[src/rtl/clut_prom_arbiter.sv]
// clut_prom_arbiter: shares one external 8-bit memory between the CLUT PROM 3R/3S
// per-pixel fetch sequencer and the host loader write port.
module clut_prom_arbiter #(
  parameter int unsigned       MEM_AW      = 16,
  parameter logic [MEM_AW-1:0] BASE_3R     = MEM_AW'(16'h0000),
  parameter logic [MEM_AW-1:0] BASE_3S     = MEM_AW'(16'h0200),
  parameter int unsigned       MEM_LATENCY = 1
) (
  input  logic              CLK_24M,
  input  logic              CLR,
  input  logic              PIX_CE,
  input  logic [8:0]        prom_3r_addr,
  input  logic              prom_3r_ce,
  output logic [7:0]        prom_3r_data,
  input  logic [8:0]        prom_3s_addr,
  input  logic              prom_3s_ce,
  output logic [3:0]        prom_3s_data,
  input  logic              ld_req,
  input  logic [MEM_AW-1:0] ld_addr,
  input  logic [7:0]        ld_data,
  output logic              ld_ack,
  output logic [MEM_AW-1:0] mem_addr,
  output logic              mem_rd,
  output logic              mem_wr,
  output logic [7:0]        mem_wdata,
  input  logic [7:0]        mem_rdata,
  output logic              overrun
);

  localparam int unsigned   CW     = $clog2(MEM_LATENCY + 2);
  localparam logic [CW-1:0] AGE_3R = CW'(MEM_LATENCY);
  localparam logic [CW-1:0] AGE_3S = CW'(MEM_LATENCY + 1);

  typedef enum logic [2:0] {IDLE, RD3R, RD3S, WAIT, DONE, WR} state_t;
  state_t state_q, state_d;

  logic              pend_q, pend_d;
  logic [8:0]        pend_3r_addr_q, pend_3r_addr_d, pend_3s_addr_q, pend_3s_addr_d;
  logic              pend_3r_ce_q, pend_3r_ce_d, pend_3s_ce_q, pend_3s_ce_d;
  logic [8:0]        f3s_addr_q, f3s_addr_d;
  logic              f3r_ce_q, f3r_ce_d, f3s_ce_q, f3s_ce_d;
  logic [7:0]        shadow_3r_q, shadow_3r_d;
  logic [CW-1:0]     age_q, age_d;
  logic [MEM_AW-1:0] mem_addr_d;
  logic              mem_rd_d, mem_wr_d, ld_ack_d, overrun_d;
  logic [7:0]        mem_wdata_d, prom_3r_data_d;
  logic [3:0]        prom_3s_data_d;

  // A fresh strobe in IDLE supersedes a pending one.
  logic [8:0] src_3r_addr, src_3s_addr;
  logic       src_3r_ce, src_3s_ce;
  assign src_3r_addr = PIX_CE ? prom_3r_addr : pend_3r_addr_q;
  assign src_3s_addr = PIX_CE ? prom_3s_addr : pend_3s_addr_q;
  assign src_3r_ce   = PIX_CE ? prom_3r_ce   : pend_3r_ce_q;
  assign src_3s_ce   = PIX_CE ? prom_3s_ce   : pend_3s_ce_q;

  always_ff @(posedge CLK_24M or posedge CLR) begin
    if (CLR) begin
      state_q        <= IDLE;
      pend_q         <= 1'b0;
      pend_3r_addr_q <= '0;
      pend_3s_addr_q <= '0;
      pend_3r_ce_q   <= 1'b0;
      pend_3s_ce_q   <= 1'b0;
      f3s_addr_q     <= '0;
      f3r_ce_q       <= 1'b0;
      f3s_ce_q       <= 1'b0;
      shadow_3r_q    <= '0;
      age_q          <= '0;
      mem_addr       <= '0;
      mem_rd         <= 1'b0;
      mem_wr         <= 1'b0;
      mem_wdata      <= '0;
      ld_ack         <= 1'b0;
      prom_3r_data   <= '0;
      prom_3s_data   <= '0;
      overrun        <= 1'b0;
    end else begin
      state_q        <= state_d;
      pend_q         <= pend_d;
      pend_3r_addr_q <= pend_3r_addr_d;
      pend_3s_addr_q <= pend_3s_addr_d;
      pend_3r_ce_q   <= pend_3r_ce_d;
      pend_3s_ce_q   <= pend_3s_ce_d;
      f3s_addr_q     <= f3s_addr_d;
      f3r_ce_q       <= f3r_ce_d;
      f3s_ce_q       <= f3s_ce_d;
      shadow_3r_q    <= shadow_3r_d;
      age_q          <= age_d;
      mem_addr       <= mem_addr_d;
      mem_rd         <= mem_rd_d;
      mem_wr         <= mem_wr_d;
      mem_wdata      <= mem_wdata_d;
      ld_ack         <= ld_ack_d;
      prom_3r_data   <= prom_3r_data_d;
      prom_3s_data   <= prom_3s_data_d;
      overrun        <= overrun_d;
    end
  end

  // Outputs are registered from the next-state decode, so each state's strobes
  // are visible during that state.
  always_comb begin
    state_d        = state_q;
    pend_d         = pend_q;
    pend_3r_addr_d = pend_3r_addr_q;
    pend_3s_addr_d = pend_3s_addr_q;
    pend_3r_ce_d   = pend_3r_ce_q;
    pend_3s_ce_d   = pend_3s_ce_q;
    f3s_addr_d     = f3s_addr_q;
    f3r_ce_d       = f3r_ce_q;
    f3s_ce_d       = f3s_ce_q;
    shadow_3r_d    = shadow_3r_q;
    age_d          = age_q;
    mem_addr_d     = mem_addr;
    mem_rd_d       = 1'b0;
    mem_wr_d       = 1'b0;
    mem_wdata_d    = mem_wdata;
    ld_ack_d       = 1'b0;
    prom_3r_data_d = prom_3r_data;
    prom_3s_data_d = prom_3s_data;
    overrun_d      = overrun;

    if (PIX_CE && state_q != IDLE) begin
      pend_d         = 1'b1;
      pend_3r_addr_d = prom_3r_addr;
      pend_3s_addr_d = prom_3s_addr;
      pend_3r_ce_d   = prom_3r_ce;
      pend_3s_ce_d   = prom_3s_ce;
      if (state_q != WR) overrun_d = 1'b1;
    end

    case (state_q)
      IDLE: begin
        if (PIX_CE || pend_q) begin
          state_d    = RD3R;
          pend_d     = 1'b0;
          f3r_ce_d   = src_3r_ce;
          f3s_ce_d   = src_3s_ce;
          f3s_addr_d = src_3s_addr;
          mem_rd_d   = src_3r_ce;
          mem_addr_d = BASE_3R + MEM_AW'(src_3r_addr);
        end else if (ld_req) begin
          state_d     = WR;
          mem_wr_d    = 1'b1;
          ld_ack_d    = 1'b1;
          mem_addr_d  = ld_addr;
          mem_wdata_d = ld_data;
        end
      end
      RD3R: begin
        state_d    = RD3S;
        mem_rd_d   = f3s_ce_q;
        mem_addr_d = BASE_3S + MEM_AW'(f3s_addr_q);
        age_d      = CW'(1);
      end
      RD3S, WAIT: begin
        // age counts clocks since the 3R issue; 3S data lands one clock after 3R.
        if (age_q == AGE_3R) shadow_3r_d = mem_rdata;
        age_d = age_q + CW'(1);
        if (state_q == RD3S) begin
          state_d = WAIT;
        end else if (age_q == AGE_3S) begin
          state_d = DONE;
          if (f3r_ce_q) prom_3r_data_d = shadow_3r_q;
          if (f3s_ce_q) prom_3s_data_d = mem_rdata[3:0];
        end
      end
      DONE:    state_d = IDLE;
      WR:      state_d = IDLE;
      default: state_d = IDLE;
    endcase
  end

endmodule

[config.mk]
export PLATFORM = sky130hd
export DESIGN_NAME = clut_prom_arbiter
export DESIGN_NICKNAME = d
export VERILOG_FILES = /design/src/rtl/clut_prom_arbiter.sv
export SDC_FILE = /design/constraint.sdc
export NUM_CORES = 1
export LEC_CHECK = 0
export ABC_AREA = 1
export CORE_UTILIZATION = 44
export DETAILED_ROUTE_END_ITERATION = 8
export MAX_ROUTING_LAYER = met4
export PLACE_DENSITY_LB_ADDON = 0.1
export SYNTH_ARGS = -nofsm -noshare
export SYNTH_HDL_FRONTEND = slang
export SYNTH_SLANG_ARGS = --single-unit
[constraint.sdc]
create_clock -name CLK_24M -period 3.2 [get_ports CLK_24M]
set_clock_uncertainty 0.05 [all_clocks]
set_input_delay 0.64 -clock CLK_24M [delete_from_list [all_inputs] [get_ports CLK_24M]]
set_output_delay 0.64 -clock CLK_24M [all_outputs]
set_load 0.05 [all_outputs]
==> reports/summary.txt <==
LOGIC SYNTHESIS
--------------------------------------------------------------------------------------------------------
Total nets after synthesis                                                                           522
Number of register bits inferred by synthesis                                                         84
Post-synthesis sequential area ratio                                                               54.7%
Synthesized area per cell                                                                     8.28 sq um
Adder-Cell Fraction of Synth Area                                                                 0.652%
Share of the synthesized area in compound gates (AO/OA/AOI/OAI)                                    10.8%
Simple logic cell fraction of the synthesized area                                                 24.5%
Number of unique standard cell types used by synthesis                                                25
Post-Synthesis Cells                                                                                 464
Dominant combinational cell family by area after synthesis                                  simple AND/OR/NAND/NOR gates
Area share of xor/xnor cells in the synthesized design                                                0%
Multiplexer share of the synthesized area                                                             0%
Count of synthesis-stage warnings from yosys                                                           0
Combined area of all synthesized cells                                                        3840 sq um

CRITICAL PATH
--------------------------------------------------------------------------------------------------------
Worst Path Buf+Inv                                                                                     1
Required arrival time at the worst endpoint                                                      2.51 ns
Sort of element at the end of the critical path                                             primary output
Crit Path Category                                                                               reg2out
Data arrival time at the worst-slack endpoint                                                    1.54 ns
CP cell instances                                                                           clkdlybuf4s50_1
CP top delay family                                                                         buffers and inverters
Worst Setup Start Kind                                                                          register
Largest stage delay on the critical path                                                         0.82 ns
Worst-path cell with the longest stage delay                                                clkdlybuf4s50_1
Critical-path maximum fanout                                                                           2

POWER
--------------------------------------------------------------------------------------------------------
Power share of the clock group                                                                     17.9%
Internal power                                                                                   2.82 mW
Peak supply drop                                                                                  342 uV
Areal power density over the cells                                                           994 nW/um^2
Net switching share of the total power                                                             44.0%
Switching power total                                                                            2.21 mW
Leak                                                                                             2.52 nW
Reg power frac                                                                                     35.5%
Combinational group share of total power                                                           46.6%

LAYOUT
--------------------------------------------------------------------------------------------------------
Commonest non-fill, non-tap cell in the layout                                                   nand2_1
Layout cells sized above 1                                                                         6.62%
Commonest cells after routing, fill and taps aside                                          nand2_1, clkdlybuf4s50_1, dfrtp_1
Ant. Diodes                                                                                            0
Layout area overhead                                                                               32.0%
Design Area, Final                                                                            5070 sq um
Nets@finish                                                                                          612

OUTCOME
--------------------------------------------------------------------------------------------------------
Status                                                                                      complete, no violations

CLOCK NETWORK
--------------------------------------------------------------------------------------------------------
Post-CTS Repair Setup Buffers                                                                          0
Post-CTS clock slew at the launch and capture registers of the worst setup and hold paths        0.08 ns
Hold-fix buffer count after cts                                                                        0
Clock buffer count from CTS                                                                            9
Skew-Pair Late Insertion Delay                                                                   0.35 ns
Maximum root-to-sink buffer count                                                                      2
Post-cts resize count                                                                                  0
TritonCTS sink count                                                                                  84
Number of H-tree branching levels                                                                      3
CTS Root Buffer Type                                                                            clkbuf_8
Clock tree from TritonCTS                                                                          built

ROUTE
--------------------------------------------------------------------------------------------------------
Final ANT Viol Nets                                                                                    0
Routed via count                                                                                   3,165
Residual DRC count                                                                                     0
Via-per-instance ratio                                                                              4.77
Aggregate routed wire length                                                                     8.21 mm
DRC marker count from the first detailed-route iteration                                             116
Wire per inst                                                                               12.4 microns
Number of iterations in the first detailed-routing pass                                                4

GRT
--------------------------------------------------------------------------------------------------------
Overall routing resource usage                                                                     19.7%
Overflow left after global routing                                                                     0
Wire length of the first global-routing pass                                                     13.3 mm
Antenna violations before repair                                                                       0
Largest net degree at the start of global routing                                                     85
Vias in the first global route                                                                     2,912

STA
--------------------------------------------------------------------------------------------------------
Final period util                                                                                  69.7%
Normalized max-slew margin                                                                         49.1%
Setup repair after global routing missed its margin                                                false
Minimum clock period after layout                                                                2.23 ns
Number of pins with negative max-slew slack in the final report                                        0
Final total negative setup slack                                                                    0 ns
Pin slew with the least headroom to its limit                                                   0.760 ns
Number of failing setup endpoints in the final timing report                                           0
Achievable clock frequency                                                                       448 MHz
Final hold violation count                                                                             0

PLACE
--------------------------------------------------------------------------------------------------------
Cell Area, Placed                                                                             4830 sq um
Final Wtd Congestion                                                                               0.778
Count of input and output buffers                                                                     95
DP HPWL                                                                                          5.75 mm

FLOORPLANNING
--------------------------------------------------------------------------------------------------------
Starting density of the core                                                                       46.0%
Boundary Pins                                                                                         96
Die Span Y                                                                                  95.4 microns
Site Rows                                                                                             33
X dimension of the die                                                                      95.4 microns
Area of the placeable core                                                                    8340 sq um
Full die area                                                                                 9100 sq um

HOLD PATH
--------------------------------------------------------------------------------------------------------
Type of the most critical hold path                                                              reg2reg

FLOW RUN
--------------------------------------------------------------------------------------------------------
Number of maximum-capacitance violations                                                               0

[power by group through the flow]
stage | Clock [mW] | Sequential, mW | Combinational [mW]
final | 0.903 | 1.79 | 2.35
after floorplan | 0 | 2.43 | 1.06
after CTS | 0.924 | 1.79 | 2.37
after detailed placement | 0 | 1.80 | 2.37
after global routing | 0.971 | 1.84 | 2.59
after global placement | 0 | 1.79 | 2.33
[cells by family (layout without fill, tap and decap cells)]
logic type,Yosys count,count (layout)
simple gates,223,223
fa+ha+maj,2,2
buf+inv,78,173
compound gates,77,77
flops,84,84
[worst paths after layout]
kind	from	slack [ns]	endpoint	depth (start not counted)
setup / recovery	mem_addr[5]	0.97	mem_addr[5]	1
hold / removal	pend_3r_addr_q[2]	0.43	pend_3r_addr_q[2]	2
setup reg to reg	state_q[0]	1.26	f3s_addr_q[6]	5
hold reg to reg	pend_3r_addr_q[2]	0.43	pend_3r_addr_q[2]	2
max in group asynchronous	CLR	2.10	f3s_addr_q[2]	3
min in group asynchronous	CLR	0.66	prom_3r_data[6]	3
[routing by layer]
metal,track usage [%],vias to the layer above,wire (microns)
li1,-,1636,-
met1,26.1,1447,3970
met2,30.7,73,3810
met3,3.11,9,322
met4,7.09,0,114
met5,-,-,0
[stage by stage]
step	util [%]	instances	hold slack (ns)	power (mW)	worst slack [ns]
CTS	60.8	664	0.435	5.08	0.941
floorplan	-	464	0.395	3.49	0.345
finish	60.8	664	0.432	5.04	0.969
detailed placement	57.9	648	0.415	4.17	0.787
global placement	57.9	648	0.410	4.12	0.820
global route	60.8	664	0.459	5.40	0.915
[sequential cells by signal (all words and copies together), names as in the netlist]
register / flops
age_q: 2
f3r_ce_q: 1
f3s_addr_q: 9
f3s_ce_q: 1
mem_addr: 16
mem_rd: 1
mem_wdata: 8
mem_wr: 1
overrun: 1
pend_3r_addr_q: 9
pend_3r_ce_q: 1
pend_3s_addr_q: 9
pend_3s_ce_q: 1
pend_q: 1
prom_3r_data: 8
prom_3s_data: 4
shadow_3r_q: 8
state_q: 3
[synth_stat cells]
library cell / n / area (sq um)
nand3_1: 21 / 105
or2_2: 6 / 37.5
clkbuf_2: 1 / 5.00
a21oi_1: 7 / 35.0
nor2_4: 2 / 22.5
clkbuf_1: 3 / 11.3
nand4_1: 1 / 6.26
o21bai_1: 1 / 7.51
buf_2: 7 / 35.0
dfrtp_1: 84 / 2100
o21ai_0: 48 / 240
nand2_2: 4 / 25.0
inv_1: 56 / 210
nand2_1: 165 / 619
o21ai_1: 10 / 50.1
ha_1: 2 / 25.0
nor2_1: 21 / 78.8
buf_6: 5 / 56.3
nand4_4: 1 / 21.3
inv_2: 1 / 3.75
nand3_4: 1 / 17.5
buf_4: 5 / 37.5
nor2_2: 1 / 6.26
o211ai_1: 10 / 75.1
o22ai_1: 1 / 6.26
[area by class of cell]
cell class                      instances  area [sq um]
Fill cell                             746          3270
Clock inverter                          6           111
Sequential cell                        84          2100
Clock buffer                           10           128
Multi-Input combinational cell        302          1380
Tap cell                              105           131
Inverter                               57           215
Timing Repair Buffer                  100          1000
(Power assumes the default switching activity.)
